[config.mk]
export PLATFORM = sky130hd
export DESIGN_NAME = seq_mult
export DESIGN_NICKNAME = d
export VERILOG_FILES = /design/src/rtl/seq_mult_pkg.sv /design/src/rtl/seq_mult_abs.sv /design/src/rtl/seq_mult.sv
export SDC_FILE = /design/constraint.sdc
export NUM_CORES = 1
export LEC_CHECK = 0
export CORE_ASPECT_RATIO = 1.1
export CORE_MARGIN = 4
export CORE_UTILIZATION = 40
export DETAILED_ROUTE_END_ITERATION = 10
export GPL_TIMING_DRIVEN = 1
export PLACE_DENSITY_LB_ADDON = 0.08
export SKIP_CTS_REPAIR_TIMING = 1
export SLEW_MARGIN = 20
export SYNTH_ARGS = -nofsm -noshare
export SYNTH_HDL_FRONTEND = slang
export SYNTH_HIERARCHICAL = 1
export SYNTH_SLANG_ARGS = --single-unit
export TNS_END_PERCENT = 100
[constraint.sdc]
create_clock -name clk -period 4.8 [get_ports clk]
set_clock_uncertainty 0.2 [all_clocks]
set_input_delay 0.96 -clock clk [delete_from_list [all_inputs] [get_ports clk]]
set_output_delay 0.96 -clock clk [all_outputs]
set_load 0.02 [all_outputs]
[src/rtl/seq_mult_pkg.sv]
// seq_mult_pkg: shared state type for the sequential multiplier
package seq_mult_pkg;
  typedef enum logic [1:0] {IDLE, CALC, DONE} seq_mult_state_t;
endpackage

[src/rtl/seq_mult_abs.sv]
// abs_w: unsigned magnitude and sign bit of a signed W-bit value
module abs_w #(
  parameter int W = 8
) (
  input  logic [W-1:0] x_i,
  output logic [W-1:0] mag_o,
  output logic         sgn_o
);
  assign sgn_o = x_i[W-1];
  assign mag_o = x_i[W-1] ? -x_i : x_i;
endmodule

[src/rtl/seq_mult.sv]
// seq_mult: multi-cycle signed shift-add multiplier with optional approximate mode
module seq_mult
  import seq_mult_pkg::*;
#(
  parameter int W        = 8,
  parameter int APPROX_K = 2
) (
  input  logic           clk,
  input  logic           rst,
  input  logic           in_valid,
  output logic           in_ready,
  input  logic [W-1:0]   a,
  input  logic [W-1:0]   b,
  input  logic           approx,
  output logic           out_valid,
  input  logic           out_ready,
  output logic [2*W-1:0] y
);
  localparam int IW = $clog2(W);
  seq_mult_state_t state_q, state_d;
  logic [W-1:0]   am_q, am_d, bm_q, bm_d, a_mag, b_mag;
  logic           neg_q, neg_d, a_sgn, b_sgn;
  logic [2*W-1:0] acc_q, acc_d, acc_nxt, y_q, y_d;
  logic [IW-1:0]  i_q, i_d;
  abs_w #(.W(W)) u_abs_a (.x_i(a), .mag_o(a_mag), .sgn_o(a_sgn));
  abs_w #(.W(W)) u_abs_b (.x_i(b), .mag_o(b_mag), .sgn_o(b_sgn));
  assign in_ready  = (state_q == IDLE) && !rst;
  assign out_valid = (state_q == DONE);
  assign y         = y_q;
  assign acc_nxt   = acc_q + (bm_q[i_q] ? ({{W{1'b0}}, am_q} << i_q) : '0);
  // next state: latch magnitudes on accept, one partial product per CALC cycle, hold in DONE
  always_comb begin
    state_d = state_q;
    am_d    = am_q;
    bm_d    = bm_q;
    neg_d   = neg_q;
    acc_d   = acc_q;
    i_d     = i_q;
    y_d     = y_q;
    unique case (state_q)
      IDLE: if (in_valid && in_ready) begin
        state_d = CALC;
        am_d    = a_mag;
        bm_d    = b_mag;
        neg_d   = a_sgn ^ b_sgn;
        acc_d   = '0;
        i_d     = approx ? IW'(APPROX_K) : '0;
      end
      CALC: begin
        acc_d = acc_nxt;
        i_d   = i_q + IW'(1);
        if (i_q == IW'(W-1)) begin
          state_d = DONE;
          y_d     = neg_q ? -acc_nxt : acc_nxt;
        end
      end
      DONE: state_d = out_ready ? IDLE : DONE;
      default: state_d = IDLE;
    endcase
  end
  // state and datapath registers with synchronous reset
  always_ff @(posedge clk) begin
    if (rst) begin
      state_q <= IDLE;
      am_q    <= '0;
      bm_q    <= '0;
      neg_q   <= 1'b0;
      acc_q   <= '0;
      i_q     <= '0;
      y_q     <= '0;
    end else begin
      state_q <= state_d;
      am_q    <= am_d;
      bm_q    <= bm_d;
      neg_q   <= neg_d;
      acc_q   <= acc_d;
      i_q     <= i_d;
      y_q     <= y_d;
    end
  end
endmodule

Yosys cells after proc, flatten, opt, wreduce, memory -nomap -nowiden

Cells that the tools add are included.

Shifts and indexed selects: 1
Add/sub/neg operators: 5
Mux-type cells: 15
Divide/modulo/power cells: 0
Reduce and logical (&&, ||, !) cells: 9
Multipliers: 0
Magnitude comparators: 1
Equality and inequality tests: 5
Bitwise gates (word level): 1

Operators by type and width:

| kind                                                   | count |
|---|---|
| 2-to-1 mux 16 bit                                      | 3 |
| one-hot mux 16 bit (2 select lines)                    | 1 |
| adder 16 bit                                           | 1 |
| 2-to-1 mux 8 bit                                       | 2 |
| negation 16 bit                                        | 1 |
| negation 8 bit                                         | 2 |
| << shifter 8 x 3 -> 16 bit                             | 1 |
| 2-to-1 mux 2 bit                                       | 4 |
| AND reduction 2 bit                                    | 4 |
| one-hot mux 2 bit (3 select lines)                     | 1 |
| one-hot mux 3 bit (2 select lines)                     | 1 |
| < comparator 3 x 4 -> 1 bit (second input constant)    | 1 |
| adder 3 x 1 -> 3 bit (second input constant)           | 1 |
| binary-select mux 1 bit (select 3 bit)                 | 1 |
| equality test 3 bit (second input constant)            | 1 |
| 2-to-1 mux 3 bit                                       | 1 |
| equality test 2 x 1 -> 1 bit (second input constant)   | 1 |
| equality test 2 bit (second input constant)            | 1 |
| logical AND 1 bit                                      | 2 |
| zero test 2 bit                                        | 1 |
| inequality test 2 x 1 -> 1 bit (second input constant) | 1 |
| inequality test 2 bit (second input constant)          | 1 |
| nonzero test 2 bit                                     | 1 |
| zero test 1 bit                                        | 1 |
| 2 further kinds                                        | 2 |

Logic and storage cells: 44
Input port bits: 21
Flip-flop bits (word level): 54
Output and inout port bits: 18
Memory bits (read-only): 0
Latch bits: 0
Memory bits (writable): 0
Memories kept: 0

Logic depth before layout (Yosys ltp)

Gate-level depths: netlist of run 1.

Depth in word-level cells: 6
Gate-level depth with buffers: 18
Depth with buffers taken out: 15

By module

Netlist of run 1, hierarchy kept.

Modules (own cells, without submodules):

| module   | area each (µm²) | sequential area each (µm²) | cells an instance | instances |
|---|---|---|---|---|
| seq_mult | 3555.9          | 1081.0                     | 463               | 1 |
| abs_w    | 153.9           | 0.0                        | 22                | 2 |

Worst setup path before layout of run 1

No wires, ideal clock.

Path type: reg2reg
Start point: register i_q[0]
End point: register y_q[13], in the netlist y[13]
Clock period less this slack: 4.553 ns
Arrival: 4.267 ns
Buffers on the path: 2
Setup slack: 0.247 ns
Data required time: 4.514 ns
Stages on the path, launching flop included: 16
Setup time: 0.086 ns
Cell sequence: dfxtp_1 -> clkbuf_1 -> mux4_2 -> nand2_1 -> and2_1 -> clkbuf_1 -> a21oi_1 -> ha_1 -> a21o_1 -> a221oi_4 -> xnor2_1 -> or4_4 -> or3_4 -> o31ai_1 -> xor2_1 -> a211oi_1

Longest elaborated chain between the ends: 6
Elaborated cells between the ends (all ways): 9
Classes of those cells: 2 x add/sub; 1 x eq/ne; 1 x shift; 4 x mux; 1 x reduce/logical

Ends and longest elaborated chain:

| item                                   | RTL line       | text |
|---|---|---|
| start: declaration                     | seq_mult.sv:24 | `logic [IW-1:0] i_q, i_d;` |
| start signal: assignment               | seq_mult.sv:77 | `i_q <= i_d;` |
| binary-select mux 1 bit (select 3 bit) | seq_mult.sv:30 | `assign acc_nxt = acc_q + (bm_q[i_q] ? ({{W{1'b0}}, am_q} << i_q) : '0);` |
| 2-to-1 mux 1 bit (not written as such) | seq_mult.sv:30 |  |
| 2-to-1 mux 16 bit                      | seq_mult.sv:30 |  |
| adder 16 bit                           | seq_mult.sv:30 |  |
| negation 16 bit                        | seq_mult.sv:54 | `y_d = neg_q ? -acc_nxt : acc_nxt;` |
| 2-to-1 mux 16 bit                      | seq_mult.sv:54 |  |
| end signal: assignment                 | seq_mult.sv:78 | `y_q <= y_d;` |
| end: declaration                       | seq_mult.sv:23 | `logic [2*W-1:0] acc_q, acc_d, acc_nxt, y_q, y_d;` |

Several ways; a longest one is shown, not always the timed one. The select of a mux whose other input is x is not followed.
A chain may end at the register's enable or synchronous reset.

Final worst setup path of run 1

Start point: register i_q[0]
End point: register y_q[15], in the netlist y[15]

Same word-level chain as after synthesis.

==> impl_metrics.ini, run 1 <==
[layout]
final_area_mm2 = 0.00439
nFillCells = 956
insertedDiodeCount = 0
syn_to_final_growth_pct = 13.7
nNetsFinal = 571
final_layout_size_suffix_gt1_frac = 0.0794

[cts]
clkSlewWorstSetupHoldPaths_ns = 0.10
clock_sinks = 54
clockBufferDepth = 2
cts_tree = done
numCtsBuffers = 5
worstSkewPairLatency_ns = 0.31
h-tree-depth = 2
root_buffer = clkbuf_8

[detailed_routing]
drc = 0
ant_nets = 0
drt-pass1-iter-count = 4
wl_um = 9360
routedWlPerCell_um = 14.5
routed_via_density = 5.48
num_vias = 3537
detail_route.iter0.violations = 207

[global_routing]
grt_pass1_vias = 3235
grt_overflow_total = 0
grt_first_pass_wirelength_um = 15600
grt_antenna_before_repair = 0
grtUsageTotal = 0.168
grt_max_degree = 39

[synth]
synth-edff-count = 0
syn_area_mm2 = 0.00386
syn_area_per_cell_um2 = 7.62
ys_ff_latch = 54
netlist_instances = 507
synth_xor_xnor_area_share = 0.0657
yosys.area_share.adder = 0.0699
synth_warnings = 6
syn_nets = 549
synthSimpleGateAreaFrac = 0.255
muxShareOfSynthArea = 0.0359
synth_top_family_by_area = simple AND/OR/NAND/NOR gates
synthArstFlopShare = 0
ys.flop_type = dfxtp_1
synth_compound_area_frac = 0.236
ys_seq_area_frac = 0.280
synthDistinctLibCells = 63

[timing]
setup_slack_ns = 0.360
rsz0062_at_grt = false
setup_viol = 0
fin_tns_setup_ns = 0
whs_ns = 0.259
drv_slew = 0
final_period_minus_worst_setup_slack_ns = 4.44
min_period_over_period = 0.925
hold_violations = 0
relSlewSlack = 0.399
max_freq_ghz = 0.225
worst_pin_slew_ns = 0.901

[flow_run]
drv_cap = 0

[worst_hold_path]
holdCritPathClass = register to register
whs_path_depth = 2

[die]
die_area_mm2 = 0.0113
die_w_um = 102
row_count = 37
initial_utilization = 0.411
io_pins = 39
core_area_mm2 = 0.00940
die_h_um = 111

[placement]
dpl.hpwl_um = 7240
portBuffers = 38
dpl_cell_area_mm2 = 0.00429
place_ws_ns = 0.171
globalplace.congestion = 0.848

[critical_path]
arrival_ns = 4.42
cp-start-kind = register
path_max_fanout = 7
path_class = register to register
critPathMaxStageDelay_ns = 0.58
r2r_setup_slack_ns = 0.36
end_kind = register
critPathRequiredTime_ns = 4.78
path_cells = mux4_2, nand2_1, and2_1, a21oi_1, ha_1, a21o_1, a221oi_4, xnor2_1, or4_4, or3_4, nor4_4, mux2i_1, a221oi_2
worstRegToRegCells = 13
cpMaxStageDelayCell = or4_4

[outcome]
status = complete, no violations

[power_and_ir_drop]
p_leak_nw = 1.64
finalPower_mw = 0.968
max-vdd-ir-drop_v = 0.000100
cellPowerDensity_mw_per_mm2 = 220
-- layer usage --
layer / vias to the layer above / track usage / wire length (um)
met5: - / 0 / 0
met1: 1588 / 0.220 / 4260
met3: 15 / 0.0233 / 451
met4: 0 / 0.0479 / 209
met2: 88 / 0.286 / 4450
li1: 1846 / - / -
-- kinds of logic (layout without fill, tap and decap cells) --
group	count (synthesis)	count (layout)
multiplexers	11	11
AND/OR/NAND/NOR	206	206
adder cells (fa/ha/maj)	21	21
flip-flops	54	54
AO/OA/AOI/OAI	138	138
XOR/XNOR	29	29
buffers and inverters	48	70
-- where the power goes --
group	total (mW)	leakage, nW	internal (mW)	switching (mW)
Sequential	0.480	0.439	0.464	0.0160
Combinational	0.231	1.16	0.0995	0.131
Clock	0.257	0.0444	0.101	0.156
Total	0.968	1.64	0.665	0.303
-- placed cells by master, fill, tap and decap left out, types with 2 or more instances in the layout --
| master | n |
|---|---|
| nand2_1 | 84 |
| dfxtp_1 | 53 |
| nor2_1 | 49 |
| clkdlybuf4s50_1 | 38 |
| a21oi_1 | 36 |
| o21ai_0 | 30 |
| nand3_1 | 21 |
| ha_1 | 20 |
| xnor2_1 | 19 |
| a211oi_1 | 16 |
| inv_1 | 15 |
| xor2_1 | 10 |
| o31ai_1 | 9 |
| buf_4 | 9 |
| a21o_1 | 8 |
| a31oi_1 | 7 |
| mux2i_1 | 6 |
| nor3_1 | 6 |
| and3_1 | 5 |
| nor2b_1 | 5 |
| or3_1 | 5 |
| nand2b_1 | 5 |
| clkbuf_8 | 5 |
| and2_1 | 4 |
| mux2_2 | 3 |
| o21a_1 | 3 |
| a21boi_0 | 3 |
| o31ai_2 | 3 |
| o211ai_1 | 3 |
| or3_4 | 3 |
| o21ai_1 | 3 |
| mux4_2 | 2 |
| and2_2 | 2 |
| a311oi_1 | 2 |
| o221ai_1 | 2 |
| nand4_1 | 2 |
| nand4b_1 | 2 |
| o2111ai_1 | 2 |
| nor4_1 | 2 |
-- sequential cells by signal, indices dropped and copies added, names as in the netlist --
register	cells
state_q	2
acc_q	16
am_q	8
neg_q	1
y	16
bm_q	8
i_q	3
-- worst max-delay path: cells and delay by family (launching register included) --
kind | cells | cell delay, ns
AO/OA/AOI/OAI | 4 | 0.77
XOR/XNOR | 1 | 0.20
adder cells (fa/ha/maj) | 1 | 0.37
flip-flops | 1 | 0.40
multiplexers | 2 | 0.76
AND/OR/NAND/NOR | 5 | 1.61
-- Yosys cell counts, drive strengths merged (3+ instances only) --
cell	count	area (um^2)
dfxtp	54	1080
and2	6	40.0
o211ai	3	22.5
o21a	3	22.5
and3	5	31.3
o31ai	12	100
a211oi	16	120
mux2	3	33.8
buf	5	41.3
a21oi	36	180
nor2	49	184
nand2	84	315
xor2	10	87.6
nor4	3	33.8
mux2i	6	60.1
ha	20	250
inv	15	56.3
a21o	8	60.1
nor2b	5	31.3
o21ai	33	165
nor3	7	40.0
clkbuf	27	121
xnor2	19	166
a31oi	7	43.8
nand2b	6	37.5
nand3	21	105
a21boi	3	22.5
or3	8	65.1
-- final timing paths --
kind / start / endpoint
worst max-delay path: i_q[0] / y[15]
worst min-delay path: y[2] / y[2]
worst max register to register: i_q[0] / y[15]
worst min register to register: y[2] / y[2]
-- layout make-up --
| type | instances | area (um^2) | share of cell area |
|---|---|---|---|
| Multi-Input combinational cell | 405 | 2570 | 0.586 |
| Sequential cell | 54 | 1080 | 0.246 |
| Timing Repair Buffer | 47 | 448 | 0.102 |
| Tap cell | 117 | 146 | 0.0333 |
| Clock buffer | 5 | 68.8 | 0.0157 |
| Inverter | 16 | 60.1 | 0.0137 |
| Clock inverter | 2 | 13.8 | 0.00313 |
-- through the flow --
stage,instances,util
after CTS,645,0.465
after global placement,638,0.456
after global routing,646,0.468
after floorplan,507,-
final,646,0.468
after detailed placement,638,0.456
Note: power is estimated with default switching activity, not from simulation.
==> inputs of run 2 (changes only) <==
- REMOVE_ABC_BUFFERS: not set -> 1
- SKIP_CTS_REPAIR_TIMING: 1 -> not set
==> run 2 against run 1 <==
Net effect: power about the same; first-iteration DRC count down 47%; flip-flop and latch count unchanged; register-to-register slack worse by 0.03 ns; cell area up 0.54%; global-route usage up 0.42 points; critical path depth unchanged; setup slack worse by 0.028 ns; via count down 0.11%.
==> impl_metrics.ini, run 2 (same netlist as run 1, synthesis figures left out) <==
[timing]
hold_violations = 0
rsz0062_at_grt = false
setup_slack_ns = 0.332
relSlewSlack = 0.402
drv_slew = 0
fin_tns_setup_ns = 0
final_period_minus_worst_setup_slack_ns = 4.47
max_freq_ghz = 0.224
worst_pin_slew_ns = 0.897
min_period_over_period = 0.931
setup_viol = 0

[cts]
cts_setup_buffers = 0
clock_sinks = 54
worstSkewPairLatency_ns = 0.31
clkSlewWorstSetupHoldPaths_ns = 0.10
h-tree-depth = 2
numCtsBuffers = 5
cts_tree = done
clockBufferDepth = 2
root_buffer = clkbuf_8

[critical_path]
r2r_setup_slack_ns = 0.33
cp-startpoint = i_q[0]
r2r-start = i_q[0]
cp-start-kind = register
path_max_fanout = 7
arrival_ns = 4.49
path_class = register to register
critPathRequiredTime_ns = 4.82
end_kind = register

[detailed_routing]
detail_route.iter0.violations = 110
drt-pass1-iter-count = 4
wl_um = 9410
drc = 0
routed_via_density = 5.44
num_vias = 3533
routedWlPerCell_um = 14.5
ant_nets = 0

[die]
io_pins = 39
die_h_um = 111
die_w_um = 102
core_area_mm2 = 0.00940
row_count = 37
die_area_mm2 = 0.0113
initial_utilization = 0.411

[placement]
place_ws_ns = 0.316
dpl.hpwl_um = 7300
dpl_cell_area_mm2 = 0.00432
globalplace.congestion = 0.879
portBuffers = 38

[layout]
nFillCells = 966
utilization = 0.470
final_area_mm2 = 0.00442
final_cell_mix = nand2_1 (84), dfxtp_1 (53), nor2_1 (49)
syn_to_final_growth_pct = 14.3
final_common_cell = nand2_1
final_layout_size_suffix_gt1_frac = 0.0844
insertedDiodeCount = 0
nNetsFinal = 574

[power_and_ir_drop]
p_leak_nw = 1.66
max-vdd-ir-drop_v = 0.000157
cellPowerDensity_mw_per_mm2 = 219

[global_routing]
grt_max_degree = 39
grtUsageTotal = 0.173
grt_first_pass_wirelength_um = 16100
grt_antenna_before_repair = 0
grt_pass1_vias = 3375
grt_overflow_total = 0

[worst_hold_path]
holdCritPathClass = register to register
hp-start = y[2]

[outcome]
status = complete, no violations

[flow_run]
drv_cap = 0
[run 2: metrics by stage]
step	hold WS, ns	power [mW]	instances
after floorplan	0.233	0.643	475
after global placement	0.240	0.720	642
after detailed placement	0.245	0.723	642
after CTS	0.258	0.981	650
after global routing	0.280	1.03	650
final	0.256	0.968	650
[run 2: what timing repair did]
action | CTS | global route
setup endpoints to repair | 0 | 3
endpoints found under the hold margin | 0 | 0
gates resized for setup | 0 | 4
hold buffers | 0 | 0
[run 2: worst paths after layout]
kind,depth (start not counted),to
worst max-delay path,13,y[13]
worst min-delay path,2,y[2]
worst max register to register,13,y[13]
worst min register to register,2,y[2]
[run 2: cell type report]
type / count / area, um^2 / share of cell area
Sequential cell: 54 / 1080 / 0.245
Timing Repair Buffer: 50 / 470 / 0.106
Inverter: 16 / 60.1 / 0.0136
Tap cell: 117 / 146 / 0.0331
Multi-Input combinational cell: 405 / 2570 / 0.582
Clock inverter: 2 / 13.8 / 0.00312
Clock buffer: 6 / 72.6 / 0.0164
[run 2: layer usage]
layer	global-route usage	vias up	wire length [um]
li1	-	1847	-
met1	0.219	1618	4260
met2	0.309	60	4740
met3	0.0170	8	324
met4	0.0399	0	90
met5	0	-	0
[run 2: power breakdown]
| group | switching (mW) | internal (mW) |
|---|---|---|
| sequential | 0.0191 | 0.464 |
| clock | 0.150 | 0.103 |
| combinational | 0.127 | 0.103 |
[run 2: critical path: stages, from the launching register on]
cell,delay (ns)
dfxtp_1,0.43
mux4_2,0.53
nand2_1,0.16
and2_2,0.24
a21oi_1,0.08
ha_1,0.37
a21o_1,0.26
a221oi_4,0.31
xnor2_1,0.18
or4_4,0.58
or3_4,0.38
o31ai_1,0.30
xor2_1,0.11
a211oi_1,0.25
==> inputs of run 3 (changes only) <==
- CTS_CLUSTER_DIAMETER: not set -> 50
==> results of run 3 <==
The final DEF is identical to that of run 2; final timing and power are the same.
